**config.mk**
```make
export PLATFORM = sky130hd
export DESIGN_NAME = hex_display_driver_flat
export DESIGN_NICKNAME = d
export VERILOG_FILES = /design/src/rtl/hex_disp_pkg.sv /design/src/rtl/hex_display_driver_if.sv /design/src/rtl/bin2bcd_step.sv /design/src/rtl/hex_display_driver.sv /design/src/flat_wrapper.sv
export SDC_FILE = /design/constraint.sdc
export NUM_CORES = 1
export LEC_CHECK = 0
export ABC_AREA = 1
export BUFFER_PORTS_ARGS = -buffer_cell sky130_fd_sc_hd__buf_2
export CELL_PAD_IN_SITES_DETAIL_PLACEMENT = 2
export CELL_PAD_IN_SITES_GLOBAL_PLACEMENT = 2
export CORE_ASPECT_RATIO = 0.75
export CORE_MARGIN = 3
export CORE_UTILIZATION = 33
export CTS_BUF_LIST = sky130_fd_sc_hd__clkbuf_8
export CTS_CLUSTER_SIZE = 14
export DETAILED_ROUTE_END_ITERATION = 8
export HOLD_SLACK_MARGIN = 0.03
export PLACE_DENSITY_LB_ADDON = 0.1
export SYNTH_ARGS = -nofsm -noshare
export SYNTH_HDL_FRONTEND = slang
export SYNTH_HIERARCHICAL = 1
export SYNTH_SLANG_ARGS = --single-unit
export TNS_END_PERCENT = 1
```
**constraint.sdc**
```tcl
create_clock -name clk -period 1.6 [get_ports clk]
set_input_delay 0.08 -clock clk [delete_from_list [all_inputs] [get_ports clk]]
set_output_delay 0.08 -clock clk [all_outputs]
set_load 0.1 [all_outputs]
```
**src/rtl/hex_disp_pkg.sv**
```systemverilog
// Shared constants, FSM state type and BCD sizing helper for the hex/decimal
// display driver.
package hex_disp_pkg;

  localparam int unsigned DIGIT_W = 4;
  localparam logic [DIGIT_W-1:0] DIGIT_OVF = 4'hE;

  typedef enum logic [1:0] {
    StIdle,
    StConv,
    StCommit
  } state_e;

  // Decimal digits needed for a data_w-bit binary value: floor(data_w*log10(2))+1
  // (7 for 20 bits, enough for 1048575).
  function automatic int unsigned bcd_digits(input int unsigned data_w);
    return (data_w * 30103) / 100000 + 1;
  endfunction

endpackage

```
**src/rtl/hex_display_driver_if.sv**
```systemverilog
// Valid/ready input channel carrying a binary value plus display mode flags.
interface hex_display_driver_if #(
  parameter int unsigned DATA_W = 20
) ();

  logic              in_valid;
  logic              in_ready;
  logic [DATA_W-1:0] in_data;
  logic              in_dec_mode;
  logic              in_lz_en;

  modport master (
    output in_valid,
    output in_data,
    output in_dec_mode,
    output in_lz_en,
    input  in_ready
  );

  modport slave (
    input  in_valid,
    input  in_data,
    input  in_dec_mode,
    input  in_lz_en,
    output in_ready
  );

endinterface

```
**src/rtl/bin2bcd_step.sv**
```systemverilog
// One double-dabble iteration: add 3 to every BCD digit >= 5, then shift the
// next binary bit in at the bottom.
module bin2bcd_step
  import hex_disp_pkg::*;
#(
  parameter int unsigned NumDigits = 7
) (
  input  logic [NumDigits*DIGIT_W-1:0] bcd_i,
  input  logic                         bit_i,
  output logic [NumDigits*DIGIT_W-1:0] bcd_o
);

  localparam int unsigned BcdW = NumDigits * DIGIT_W;

  logic [BcdW-1:0] adj;
  logic            unused_msb;

  always_comb begin
    adj = bcd_i;
    for (int i = 0; i < NumDigits; i++) begin
      if (bcd_i[i*DIGIT_W +: DIGIT_W] >= 4'd5) begin
        adj[i*DIGIT_W +: DIGIT_W] = bcd_i[i*DIGIT_W +: DIGIT_W] + 4'd3;
      end
    end
  end

  // The register is sized so the top bit never carries real data out.
  assign bcd_o      = {adj[BcdW-2:0], bit_i};
  assign unused_msb = adj[BcdW-1];

endmodule

```
**src/rtl/hex_display_driver.sv**
```systemverilog
// Converts a binary value to per-digit nibbles (hex split or sequential BCD)
// with leading-zero blanking and overflow indication.
module hex_display_driver
  import hex_disp_pkg::*;
#(
  parameter int unsigned NUM_DIGITS = 6,
  parameter int unsigned DATA_W     = 20
) (
  input  logic                          clk,
  input  logic                          rst_n,
  hex_display_driver_if.slave           in_if,
  output logic [DIGIT_W*NUM_DIGITS-1:0] digits_o,
  output logic [NUM_DIGITS-1:0]         blank_o,
  output logic                          ovf_o,
  output logic                          upd_o,
  output logic                          busy_o
);

  localparam int unsigned DigW = DIGIT_W * NUM_DIGITS;
  localparam int unsigned BcdD = bcd_digits(DATA_W);
  // Keep at least one digit above the display so the overflow slice is never empty.
  localparam int unsigned BcdN = (BcdD > NUM_DIGITS) ? BcdD : NUM_DIGITS + 1;
  localparam int unsigned BcdW = BcdN * DIGIT_W;
  localparam int unsigned CntW = $clog2(DATA_W + 1);

  state_e            state_q, state_d;
  logic [CntW-1:0]   cnt_q, cnt_d;
  logic [DATA_W-1:0] bin_q, bin_d;
  logic [BcdW-1:0]   bcd_q, bcd_d;
  logic              lz_q, lz_d;
  logic              ready_q, ready_d;
  logic [DigW-1:0]   digits_q, digits_d;
  logic [NUM_DIGITS-1:0] blank_q, blank_d;
  logic              ovf_q, ovf_d;
  logic              upd_q, upd_d;

  logic                   xfer;
  logic [DigW+DATA_W-1:0] hex_ext;
  logic                   hex_ovf;
  logic                   dec_ovf;
  logic [BcdW-1:0]        bcd_step;
  logic                   load;
  logic                   force_ovf;
  logic [DigW-1:0]        new_digits;
  logic                   new_lz;
  logic                   zero_run;
  logic [NUM_DIGITS-1:0]  new_blank;

  assign xfer    = in_if.in_valid && ready_q;
  assign hex_ext = {{DigW{1'b0}}, in_if.in_data};
  assign hex_ovf = |hex_ext[DigW +: DATA_W];
  assign dec_ovf = |bcd_q[BcdW-1:DigW];

  bin2bcd_step #(
    .NumDigits(BcdN)
  ) u_step (
    .bcd_i(bcd_q),
    .bit_i(bin_q[DATA_W-1]),
    .bcd_o(bcd_step)
  );

  always_comb begin
    state_d    = state_q;
    cnt_d      = cnt_q;
    bin_d      = bin_q;
    bcd_d      = bcd_q;
    lz_d       = lz_q;
    digits_d   = digits_q;
    blank_d    = blank_q;
    ovf_d      = ovf_q;
    upd_d      = 1'b0;
    load       = 1'b0;
    force_ovf  = 1'b0;
    new_digits = hex_ext[DigW-1:0];
    new_lz     = in_if.in_lz_en;
    zero_run   = 1'b1;
    new_blank  = '0;

    unique case (state_q)
      StIdle: begin
        if (xfer) begin
          if (in_if.in_dec_mode) begin
            bin_d   = in_if.in_data;
            bcd_d   = '0;
            lz_d    = in_if.in_lz_en;
            cnt_d   = CntW'(DATA_W);
            state_d = StConv;
          end else begin
            load  = 1'b1;
            ovf_d = hex_ovf;
          end
        end
      end
      StConv: begin
        bcd_d = bcd_step;
        bin_d = {bin_q[DATA_W-2:0], 1'b0};
        cnt_d = cnt_q - CntW'(1);
        if (cnt_q == CntW'(1)) begin
          state_d = StCommit;
        end
      end
      StCommit: begin
        load       = 1'b1;
        force_ovf  = dec_ovf;
        ovf_d      = dec_ovf;
        new_digits = bcd_q[DigW-1:0];
        new_lz     = lz_q;
        state_d    = StIdle;
      end
      default: state_d = StIdle;
    endcase

    // Scan from the most significant digit; a digit is dark while everything
    // above it (and itself) is zero.
    for (int i = NUM_DIGITS - 1; i >= 0; i--) begin
      zero_run     = zero_run & (new_digits[i*DIGIT_W +: DIGIT_W] == '0);
      new_blank[i] = new_lz & zero_run & (i != 0);
    end

    if (load) begin
      upd_d = 1'b1;
      if (force_ovf) begin
        digits_d = {NUM_DIGITS{DIGIT_OVF}};
        blank_d  = '0;
      end else begin
        digits_d = new_digits;
        blank_d  = new_blank;
      end
    end

    ready_d = (state_d == StIdle);
  end

  always_ff @(posedge clk) begin
    if (!rst_n) begin
      state_q  <= StIdle;
      cnt_q    <= '0;
      bin_q    <= '0;
      bcd_q    <= '0;
      lz_q     <= 1'b0;
      ready_q  <= 1'b0;
      digits_q <= '0;
      blank_q  <= '1;
      ovf_q    <= 1'b0;
      upd_q    <= 1'b0;
    end else begin
      state_q  <= state_d;
      cnt_q    <= cnt_d;
      bin_q    <= bin_d;
      bcd_q    <= bcd_d;
      lz_q     <= lz_d;
      ready_q  <= ready_d;
      digits_q <= digits_d;
      blank_q  <= blank_d;
      ovf_q    <= ovf_d;
      upd_q    <= upd_d;
    end
  end

  assign in_if.in_ready = ready_q;
  assign digits_o       = digits_q;
  assign blank_o        = blank_q;
  assign ovf_o          = ovf_q;
  assign upd_o          = upd_q;
  assign busy_o         = (state_q != StIdle);

endmodule

```
**src/flat_wrapper.sv**
```systemverilog
// flat-port wrapper written by rule: the top's interface ports become plain ports
module hex_display_driver_flat import hex_disp_pkg::*;
#(
  parameter int unsigned NUM_DIGITS = 6,
  parameter int unsigned DATA_W     = 20
)
  (clk, rst_n, digits_o, blank_o, ovf_o, upd_o, busy_o, in_if_in_valid, in_if_in_data, in_if_in_dec_mode, in_if_in_lz_en, in_if_in_ready);
  hex_display_driver_if #(.DATA_W(DATA_W)) in_if_i ();
  input  logic clk;
  input  logic rst_n;
  output logic [DIGIT_W*NUM_DIGITS-1:0] digits_o;
  output logic [NUM_DIGITS-1:0] blank_o;
  output logic ovf_o;
  output logic upd_o;
  output logic busy_o;
  input wire logic [$bits(in_if_i.in_valid)-1:0] in_if_in_valid;
  input wire logic [$bits(in_if_i.in_data)-1:0] in_if_in_data;
  input wire logic [$bits(in_if_i.in_dec_mode)-1:0] in_if_in_dec_mode;
  input wire logic [$bits(in_if_i.in_lz_en)-1:0] in_if_in_lz_en;
  output wire logic [$bits(in_if_i.in_ready)-1:0] in_if_in_ready;
  assign in_if_i.in_valid = in_if_in_valid;
  assign in_if_i.in_data = in_if_in_data;
  assign in_if_i.in_dec_mode = in_if_in_dec_mode;
  assign in_if_i.in_lz_en = in_if_in_lz_en;
  assign in_if_in_ready = in_if_i.in_ready;
  hex_display_driver #(.NUM_DIGITS(NUM_DIGITS), .DATA_W(DATA_W)) u_core (.clk(clk), .rst_n(rst_n), .in_if(in_if_i), .digits_o(digits_o), .blank_o(blank_o), .ovf_o(ovf_o), .upd_o(upd_o), .busy_o(busy_o));
endmodule
```
==> results of run 1 <==
[per-layer routing]
metal / GRT usage, % / share of wire (%)
met2: 40.1 / 49
met5: 0 / 0
met3: 5.48 / 4.4
met1: 32.2 / 46
met4: 3.80 / 1.3
[layout make-up]
| class | count | area share [%] |
|---|---|---|
| Sequential cell | 89 | 31.3 |
| Clock inverter | 5 | 1.46 |
| Timing Repair Buffer | 115 | 15.6 |
| Multi-Input combinational cell | 475 | 41.3 |
| Clock buffer | 11 | 2.64 |
| Tap cell | 171 | 3.72 |
| Inverter | 58 | 3.92 |
[path summary, 6_finish.rpt]
kind                                       start                              to  slack (ns)
setup reg to reg    u_core/state_q[1]$_SDFF_PN0_  u_core/blank_o[1]$_SDFFE_PN1P_        0.04
hold / removal                             rst_n  u_core/blank_o[5]$_SDFFE_PN1P_        0.14
setup / recovery    u_core/state_q[1]$_SDFF_PN0_  u_core/blank_o[1]$_SDFFE_PN1P_        0.04
hold reg to reg   u_core/blank_o[0]$_SDFFE_PN1P_  u_core/blank_o[0]$_SDFFE_PN1P_        0.46
[sequential cells by signal, indices dropped and copies added, names as in the netlist]
| register | flops |
|---|---|
| u_core/bcd_q | 28 |
| u_core/bin_q | 20 |
| u_core/blank_o | 6 |
| u_core/cnt_q | 5 |
| u_core/digits_o | 24 |
| u_core/in_if.in_ready | 1 |
| u_core/lz_q | 1 |
| u_core/ovf_o | 1 |
| u_core/state_q | 2 |
| u_core/upd_o | 1 |
[per-stage QoR]
| stage | hold slack, ns | setup slack, ns | TNS, ns | power [W] | cell area (um^2) |
|---|---|---|---|---|---|
| floorplan | 0.227 | 0.131 | 0 | 0.00300 | 4470 |
| global placement | 0.366 | 0.00142 | 0 | 0.00324 | 5110 |
| detailed placement | 0.376 | -0.0779 | -0.174 | 0.00327 | 5110 |
| CTS | 0.104 | -0.0127 | -0.0127 | 0.00521 | 5580 |
| global route | 0.146 | -0.0465 | -0.377 | 0.00545 | 5740 |
| finish | 0.140 | 0.0424 | 0 | 0.00523 | 5740 |
[critical path, cell delays in order, from the launching register on]
cell     delay (ns)
dfxtp_2        0.38
buf_8          0.16
nand2_8        0.09
buf_12         0.16
o21ai_1        0.22
nand2_1        0.14
nor2_2         0.16
nand4_1        0.10
nand2_1        0.08
[timing repair]
item / 4_1_cts / 5_1_grt
hold buffers: 21 / 0
pin swaps: 0 / 3
gates cloned: 0 / 2
gates resized for setup: 6 / 27
endpoints found under the setup margin: 6 / 54
setup buffers: 0 / 6
endpoints found under the hold margin: 27 / 0
[power breakdown]
part	total, W	internal (W)	leakage, nW	switching, W
sequential	0.00238	0.00231	0.729	0.0000738
combinational	0.000955	0.000268	1.60	0.000686
clock	0.00189	0.000978	0.121	0.000916
[logic make-up after synthesis]
kind of cell             count (synthesis)  synth area share (%)
AND/OR/NAND/NOR                        302                  28.2
AO/OA/AOI/OAI                          156                  19.3
buffers and inverters                   89                  7.93
flip-flops                              89                  39.9
adder cells (fa/ha/maj)                 16                  4.48
XOR/XNOR                                 1                 0.196
[cell usage in the layout (no fill, tap or decap), types with 21 or more instances in the layout]
cell,instances
o21ai_0,35
o21ai_1,24
a21oi_1,54
dlygate4sd3_1,21
dfxtp_1,80
inv_1,47
nor2_1,23
buf_4,26
buf_2,57
nand3_1,31
a31oi_1,29
nand2_1,222
==> results.toml, run 1 <==
[sta]
hold_violations = 0
setup_viol = 0
maxSlewHeadroom_pct = 66.2
finalCritPeriodShare_pct = 97.4
fin_skew_ns = 0.0165
slew_violations = 0
fmax_ghz = 0.642
min_period_ns = 1.56
worst_pin_slew_ns = 0.510

[die]
rows = 36
die_y_um = 107
ios = 59
die_x_um = 140
start_util_pct = 34.1
coreArea_um2 = 13100
die_area_um2 = 15000

[detailed_routing]
antenna_left = 0
routed_wl_um = 18700
drc_errors = 0
firstDrtPassIters = 4
vias = 4782
viasPerCell = 5.18
routedWlPerCell_um = 20.2
drt_iter0_markers = 246

[final_layout]
diodes = 0
multi_input_comb_area_um2 = 2370
seqCellArea_um2 = 1800
utilization_pct = 43.8
final_cells = 924
area_delta_synth_final_pct = 28.6
fin_nets = 789
fillers = 1551
drive_above_1_share_pct = 21.4

[synthesis]
syn_avg_cell_area_um2 = 6.84
syn-num-nets = 694
synth_top_area_cell = "dfxtp_1"
yosys_warnings = 6
synthFlopType = "dfxtp_1"
ys_top_cells_by_count = "224 x nand2_1, 89 x dfxtp_1, 54 x a21oi_1"
yosysMostFrequentCell = "nand2_1"
synth_cell_types = 29
postSynth.asyncResetShare_pct = 0
yosysTopAreaCellShare_pct = 39.9
synth_edf_count = 0
yosysSeqAreaShare_pct = 39.9
yosys-top-cells-area = "dfxtp_1 40%, nand2_1 19%, a21oi_1 6.1%"
synth.ff_latch_count = 89
netlist_area_um2 = 4470
synth_cells = 653

[run_status]
status = "finished clean"

[pwr]
leakage_nw = 2.45
vdd_drop_max_mv = 0.430
p_per_area_nw_per_um2 = 911

[grt]
grt_use_total_pct = 23.9
grt_pass1_wl_um = 28200
first_global_vias = 5083
grt_max_degree = 31
grt_antenna_before_repair = 0
overflow = 0

[placement]
globalplace.congestion = 0.884
dpl.cell_count = 879
port_buffers = 58
hpwl_um = 12400

[clock_tree]
clk_pin_slew_worst_paths_ns = 0.09
root_buffer = "clkbuf_8"
cts_tree = "done"
htreeDepth = 3
cts_sinks = 89
numCtsBuffers = 9
clk_path_buf_depth = 2
clk_latency_ns = 0.39

[critical_path]
end_kind = "register"
arrival_ns = 1.89
crit_required_ns = 1.93
crit_fanout = 15
crit_path_start_kind = "register"
critPathKind = "reg -> reg"
reg2regPathDepth = 8

[flow_run]
timing.max_cap.violations = 0

[hold_path]
whs_path_depth = 3
hold_path_class = "in -> reg"
Note: power is estimated with default switching activity, not from simulation.
==> inputs of run 2 (changes only) <==
--- a/config.mk
+++ b/config.mk
@@ -11,7 +11,7 @@
 export CELL_PAD_IN_SITES_GLOBAL_PLACEMENT = 2
 export CORE_ASPECT_RATIO = 0.75
 export CORE_MARGIN = 3
-export CORE_UTILIZATION = 33
+export CORE_UTILIZATION = 36
 export CTS_BUF_LIST = sky130_fd_sc_hd__clkbuf_8
 export CTS_CLUSTER_SIZE = 14
 export DETAILED_ROUTE_END_ITERATION = 8
==> constraint.sdc (replaced) <==
create_clock -name clk -period 2 [get_ports clk]
set_input_delay 0.1 -clock clk [delete_from_list [all_inputs] [get_ports clk]]
set_output_delay 0.1 -clock clk [all_outputs]
set_load 0.1 [all_outputs]
==> results.toml, run 2 (synthesis results as in run 1) <==
[clock_tree]
root_buffer = "clkbuf_8"
clk_path_buf_depth = 2
numCtsBuffers = 9
clk_pin_slew_worst_paths_ns = 0.09
htreeDepth = 3
cts-resized-gates = 0
cts_tree = "done"
postCtsSetupBuffers = 0
cts_sinks = 89
clk_latency_ns = 0.38

[critical_path]
crit_fanout = 29
crit_path_start_kind = "register"
reg2regPathDepth = 7
crit_required_ns = 2.28
r2r_slack_ns = 0.17
critPathKind = "reg -> reg"
r2r-start = "u_core/state_q[1]$_SDFF_PN0_"
crit_chain = "inv_1 -> nand2_1 -> buf_4 -> inv_2 -> buf_4 -> nand2_1 -> a31oi_1"
end_kind = "register"
arrival_ns = 2.11
r2r_end = "u_core/bin_q[1]$_SDFFE_PN0P_"
cp_slowest_stage_delay_ns = 0.39
critPathSlowestCell = "dfxtp_1"

[grt]
grt_max_degree = 47
met2_usage_pct = 45.2
grt_use_total_pct = 26.7
overflow = 0
first_global_vias = 5107
grt.busiest_layer = "met2"
grt_pass1_wl_um = 28400
met1_usage_pct = 34.9
grt_antenna_before_repair = 0
met3_usage_pct = 5.46

[detailed_routing]
vias = 4747
drt_iter0_markers = 257
drc_errors = 0
routedWlPerCell_um = 20.4
antenna_left = 0
routed_wl_um = 17800
viasPerCell = 5.43
firstDrtPassIters = 4

[sta]
finalCritPeriodShare_pct = 91.6
maxSlewHeadroom_pct = 66.9
fin_skew_ns = 0.0105
slew_violations = 0
setup_viol = 0
hold_violations = 0
min_period_ns = 1.83
worst_pin_slew_ns = 0.496
tns_ns = 0
rsz0062_at_grt = "no"
fmax_ghz = 0.546

[hold_path]
whs_path_depth = 3
hold_end = "u_core/bin_q[17]$_SDFFE_PN0P_"
hp-start = "in_if_in_data[17]"
hold_path_class = "in -> reg"

[die]
die_x_um = 135
start_util_pct = 37.6
rows = 34
coreArea_um2 = 11900
die_area_um2 = 13800
die_y_um = 102
ios = 59

[pwr]
p_per_area_nw_per_um2 = 739
leakage_nw = 2.21
vdd_drop_max_mv = 0.355

[final_layout]
layout_commonest_cell = "nand2_1"
utilization_pct = 43.9
drive_above_1_share_pct = 16.3
area_delta_synth_final_pct = 16.6
largest_reg_flops = 28
final_cells = 875
fin_nets = 751
largest_register = "u_core/bcd_q"
fillers = 1413
layout_common_cells = "224 x nand2_1, 89 x dfxtp_1, 58 x buf_2"
diodes = 0

[placement]
dpl.cell_count = 853
port_buffers = 58
globalplace.congestion = 0.781
hpwl_um = 12200

[run_status]
status = "finished clean"

[flow_run]
timing.max_cap.violations = 0
[run 2: cell types whose count changed in the layout (fill, tap and decap cells not counted), sizes merged]
cell / change
bufinv: -1
inv: -2
clkinv: +1
buf: -22
clkbuf: -4
dlygate4sd3: -13
clkinvlp: +1
[run 2: layout make-up]
class / count / area, um^2 / share of cell area, %
multi-input cells: 475 / 2330 / 44.7
flip-flops and latches: 89 / 1780 / 34.2
repair buffers: 77 / 490 / 9.42
inverters: 58 / 218 / 4.18
well taps: 162 / 203 / 3.89
clock buffers: 10 / 138 / 2.64
clock inverters: 4 / 46.3 / 0.889
[run 2: worst max-delay path by stage]
stage                                                start                          endpoint  slack (ns)  cells past startpoint
after floorplan           u_core/in_if.in_ready$_SDFF_PN0_  u_core/digits_o[13]$_SDFFE_PN0P_        0.03                      8
after global placement        u_core/state_q[0]$_SDFF_PN0_  u_core/digits_o[17]$_SDFFE_PN0P_        0.42                      8
after detailed placement      u_core/state_q[0]$_SDFF_PN0_  u_core/digits_o[17]$_SDFFE_PN0P_        0.26                      8
after CTS                     u_core/state_q[0]$_SDFF_PN0_  u_core/digits_o[17]$_SDFFE_PN0P_        0.26                      8
after global routing          u_core/state_q[0]$_SDFF_PN0_  u_core/digits_o[22]$_SDFFE_PN0P_        0.05                      6
final                         u_core/state_q[1]$_SDFF_PN0_      u_core/bin_q[1]$_SDFFE_PN0P_        0.17                      7
[run 2: power breakdown]
part	switching, W	internal, W
logic	0.000524	0.000158
clock network	0.000667	0.000592
registers	0.0000561	0.00185
total	0.00125	0.00260
[run 2: repair_timing]
item                                    4_1_cts  5_1_grt
endpoints found under the hold margin        10        0
hold buffers                                  8        0
endpoints found under the setup margin        0        0
[run 2: through the flow]
| stage | setup slack, ns | power, W | area [um^2] | hold slack, ns |
|---|---|---|---|---|
| floorplan | 0.0279 | 0.00240 | 4470 | 0.247 |
| global placement | 0.417 | 0.00257 | 4940 | 0.386 |
| global route | 0.0520 | 0.00402 | 5210 | 0.0375 |
| detailed placement | 0.263 | 0.00260 | 4940 | 0.390 |
| CTS | 0.257 | 0.00386 | 5210 | 0.0301 |
| finish | 0.168 | 0.00385 | 5210 | 0.0413 |
[run 2: layer usage]
layer	vias up	part of all wire (%)
met2	84	48
li1	2237	-
met5	-	0
met4	0	1.8
met1	2401	47
met3	25	3.6
[run 2: worst max-delay path: cells and delay by family, from the launching register on]
family | cells | cell delay (ns)
DFF | 1 | 0.39
AOI/OAI and AO/OA | 1 | 0.26
buffers and inverters | 4 | 0.81
and+or+nand+nor | 2 | 0.26
==> inputs of run 3 (changes only) <==
--- a/config.mk
+++ b/config.mk
@@ -17,6 +17,7 @@
 export DETAILED_ROUTE_END_ITERATION = 8
 export HOLD_SLACK_MARGIN = 0.03
 export PLACE_DENSITY_LB_ADDON = 0.1
+export SETUP_SLACK_MARGIN = 0.5
 export SYNTH_ARGS = -nofsm -noshare
 export SYNTH_HDL_FRONTEND = slang
 export SYNTH_HIERARCHICAL = 1
==> results.toml, run 3 (synthesis results as in run 1) <==
[sta]
hold_violations = 0
hold_ws_ns = 0.0385
maxSlewHeadroom_pct = 65.3
slew_violations = 0
setup_viol = 0
worst_pin_slew_ns = 0.521
rsz0062_at_grt = "yes"
fmax_ghz = 0.611
min_period_ns = 1.64
tns_ns = 0
fin_skew_ns = 0.0147
finalCritPeriodShare_pct = 81.9

[critical_path]
cp_slowest_stage_delay_ns = 0.40
critPathSlowestCell = "dfxtp_1"
cp_common_cell = "nand2_1"
r2r-start = "u_core/bcd_q[25]$_SDFFE_PN0P_"
crit_path_start_kind = "register"
critical-path-top-delay-family = "compound AO/OA/AOI/OAI gates"
end_kind = "register"
crit_chain = "inv_1 -> ha_1 -> nand2_1 -> nand3_1 -> o21ai_0 -> nand2_1 -> a21oi_1"
r2r_end = "u_core/bcd_q[26]$_SDFFE_PN0P_"
reg2regPathDepth = 7
arrival_ns = 1.94
cp-startpoint = "u_core/bcd_q[25]$_SDFFE_PN0P_"
crit_required_ns = 2.30
critPathKind = "reg -> reg"
critical_path.endpoint = "u_core/bcd_q[26]$_SDFFE_PN0P_"
crit_fanout = 3
r2r_slack_ns = 0.36
crit_buf_inv = 1
cp_num_cells = 7

[detailed_routing]
drc_errors = 0
antenna_left = 0
routedWlPerCell_um = 23.6
firstDrtPassIters = 5
drt_iter0_markers = 306
vias = 5001
routed_wl_um = 20900
viasPerCell = 5.64

[grt]
first_global_vias = 5083
grt_pass1_wl_um = 28200
grt_max_degree = 47
grt_antenna_before_repair = 1
grt_use_total_pct = 26.6
overflow = 0

[clock_tree]
root_buffer = "clkbuf_8"
clk_latency_ns = 0.38
clk_pin_slew_worst_paths_ns = 0.10
cts_sinks = 89
htreeDepth = 3
numCtsBuffers = 9
cts_tree = "done"
clk_path_buf_depth = 2

[die]
start_util_pct = 37.6
coreArea_um2 = 11900
rows = 34
die_area_um2 = 13800
ios = 59
die_y_um = 102
die_x_um = 135

[placement]
post_dp_cell_area_um2 = 4920
hpwl_um = 12100
globalplace.congestion = 0.806
port_buffers = 58

[pwr]
vdd_drop_max_mv = 0.302
p_per_area_nw_per_um2 = 760
leakage_nw = 2.29

[final_layout]
post-route-cell-area_um2 = 5440
largest_register = "u_core/bcd_q"
layout_commonest_cell = "nand2_1"
largest_reg_flops = 28
area_delta_synth_final_pct = 21.8
fillers = 1381
diodes = 0
drive_above_1_share_pct = 21.2
fin_nets = 761
layout_common_cells = "218 x nand2_1, 75 x dfxtp_1, 58 x buf_2"

[flow_run]
timing.max_cap.violations = 0

[hold_path]
hold_path_class = "in -> reg"

[run_status]
status = "finished clean"
run 3: cell types whose count changed in the layout (fill, tap and decap cells not counted), moves of 2 or more:
cell,delta
nand2_2,+5
inv_2,-5
nor2_4,+2
nor2_2,+2
nor2_1,-4
dfxtp_1,-14
inv_4,+5
buf_4,+4
dfxtp_4,+4
inv_1,-2
nand2_1,-6
buf_6,+5
buf_12,-2
dfxtp_2,+10
run 3: worst min path at each step:
stage                                 from                            to  slack (ns)  cells past startpoint
after floorplan           in_if_in_data[0]  u_core/bin_q[0]$_SDFFE_PN0P_        0.25                      2
final                     in_if_in_data[0]  u_core/bin_q[0]$_SDFFE_PN0P_        0.04                      3
after global placement    in_if_in_data[0]  u_core/bin_q[0]$_SDFFE_PN0P_        0.38                      3
after detailed placement  in_if_in_data[0]  u_core/bin_q[0]$_SDFFE_PN0P_        0.39                      3
after CTS                 in_if_in_data[5]  u_core/bin_q[5]$_SDFFE_PN0P_        0.03                      3
after global routing      in_if_in_data[0]  u_core/bin_q[0]$_SDFFE_PN0P_        0.04                      3
run 3: final cells by class:
cell class	count	area (um^2)	share of cell area (%)
multi-input combinational	476	2400	44.1
sequential	89	1810	33.3
timing repair buffer	86	562	10.3
inverter	58	235	4.32
tap	162	203	3.73
clock buffer	11	151	2.78
clock inverter	5	77.6	1.43
run 3: per-stage QoR:
step | power, W | setup WS [ns] | std cells | util (%)
floorplan | 0.00240 | 0.531 | 653 | -
global placement | 0.00256 | 0.400 | 854 | 41.4
detailed placement | 0.00258 | 0.259 | 854 | 41.4
CTS | 0.00406 | 0.426 | 879 | 44.4
global route | 0.00426 | 0.266 | 887 | 45.8
finish | 0.00414 | 0.362 | 887 | 45.8
run 3: worst min-delay path, delay by kind of cell:
kind                   cells  cell delay (ns)
and+or+nand+nor            1             0.07
buffers and inverters      1             0.13
AOI/OAI and AO/OA          1             0.08
run 3: power breakdown:
group	internal, W	leakage, nW	total (W)	switching (W)
logic	0.000171	1.44	0.000730	0.000560
clock network	0.000769	0.115	0.00150	0.000727
registers	0.00185	0.732	0.00191	0.0000608
total	0.00279	2.29	0.00414	0.00135
run 3: repair_timing:
action | CTS | global route
setup buffers | 1 | 5
pin swaps | 1 | 5
hold endpoints to repair | 9 | 1
gates resized for setup | 12 | 41
setup endpoints to repair | 83 | 82
gates cloned | 0 | 2
hold buffers | 8 | 1
run 3: per-layer routing:
metal / global-route usage (%) / routed length (um) / up-vias
met5: 0 / 0 / -
met3: 6.05 / 1060 / 49
met4: 8.53 / 562 / 0
met2: 46.3 / 10400 / 182
met1: 33.0 / 8910 / 2506
li1: - / - / 2264
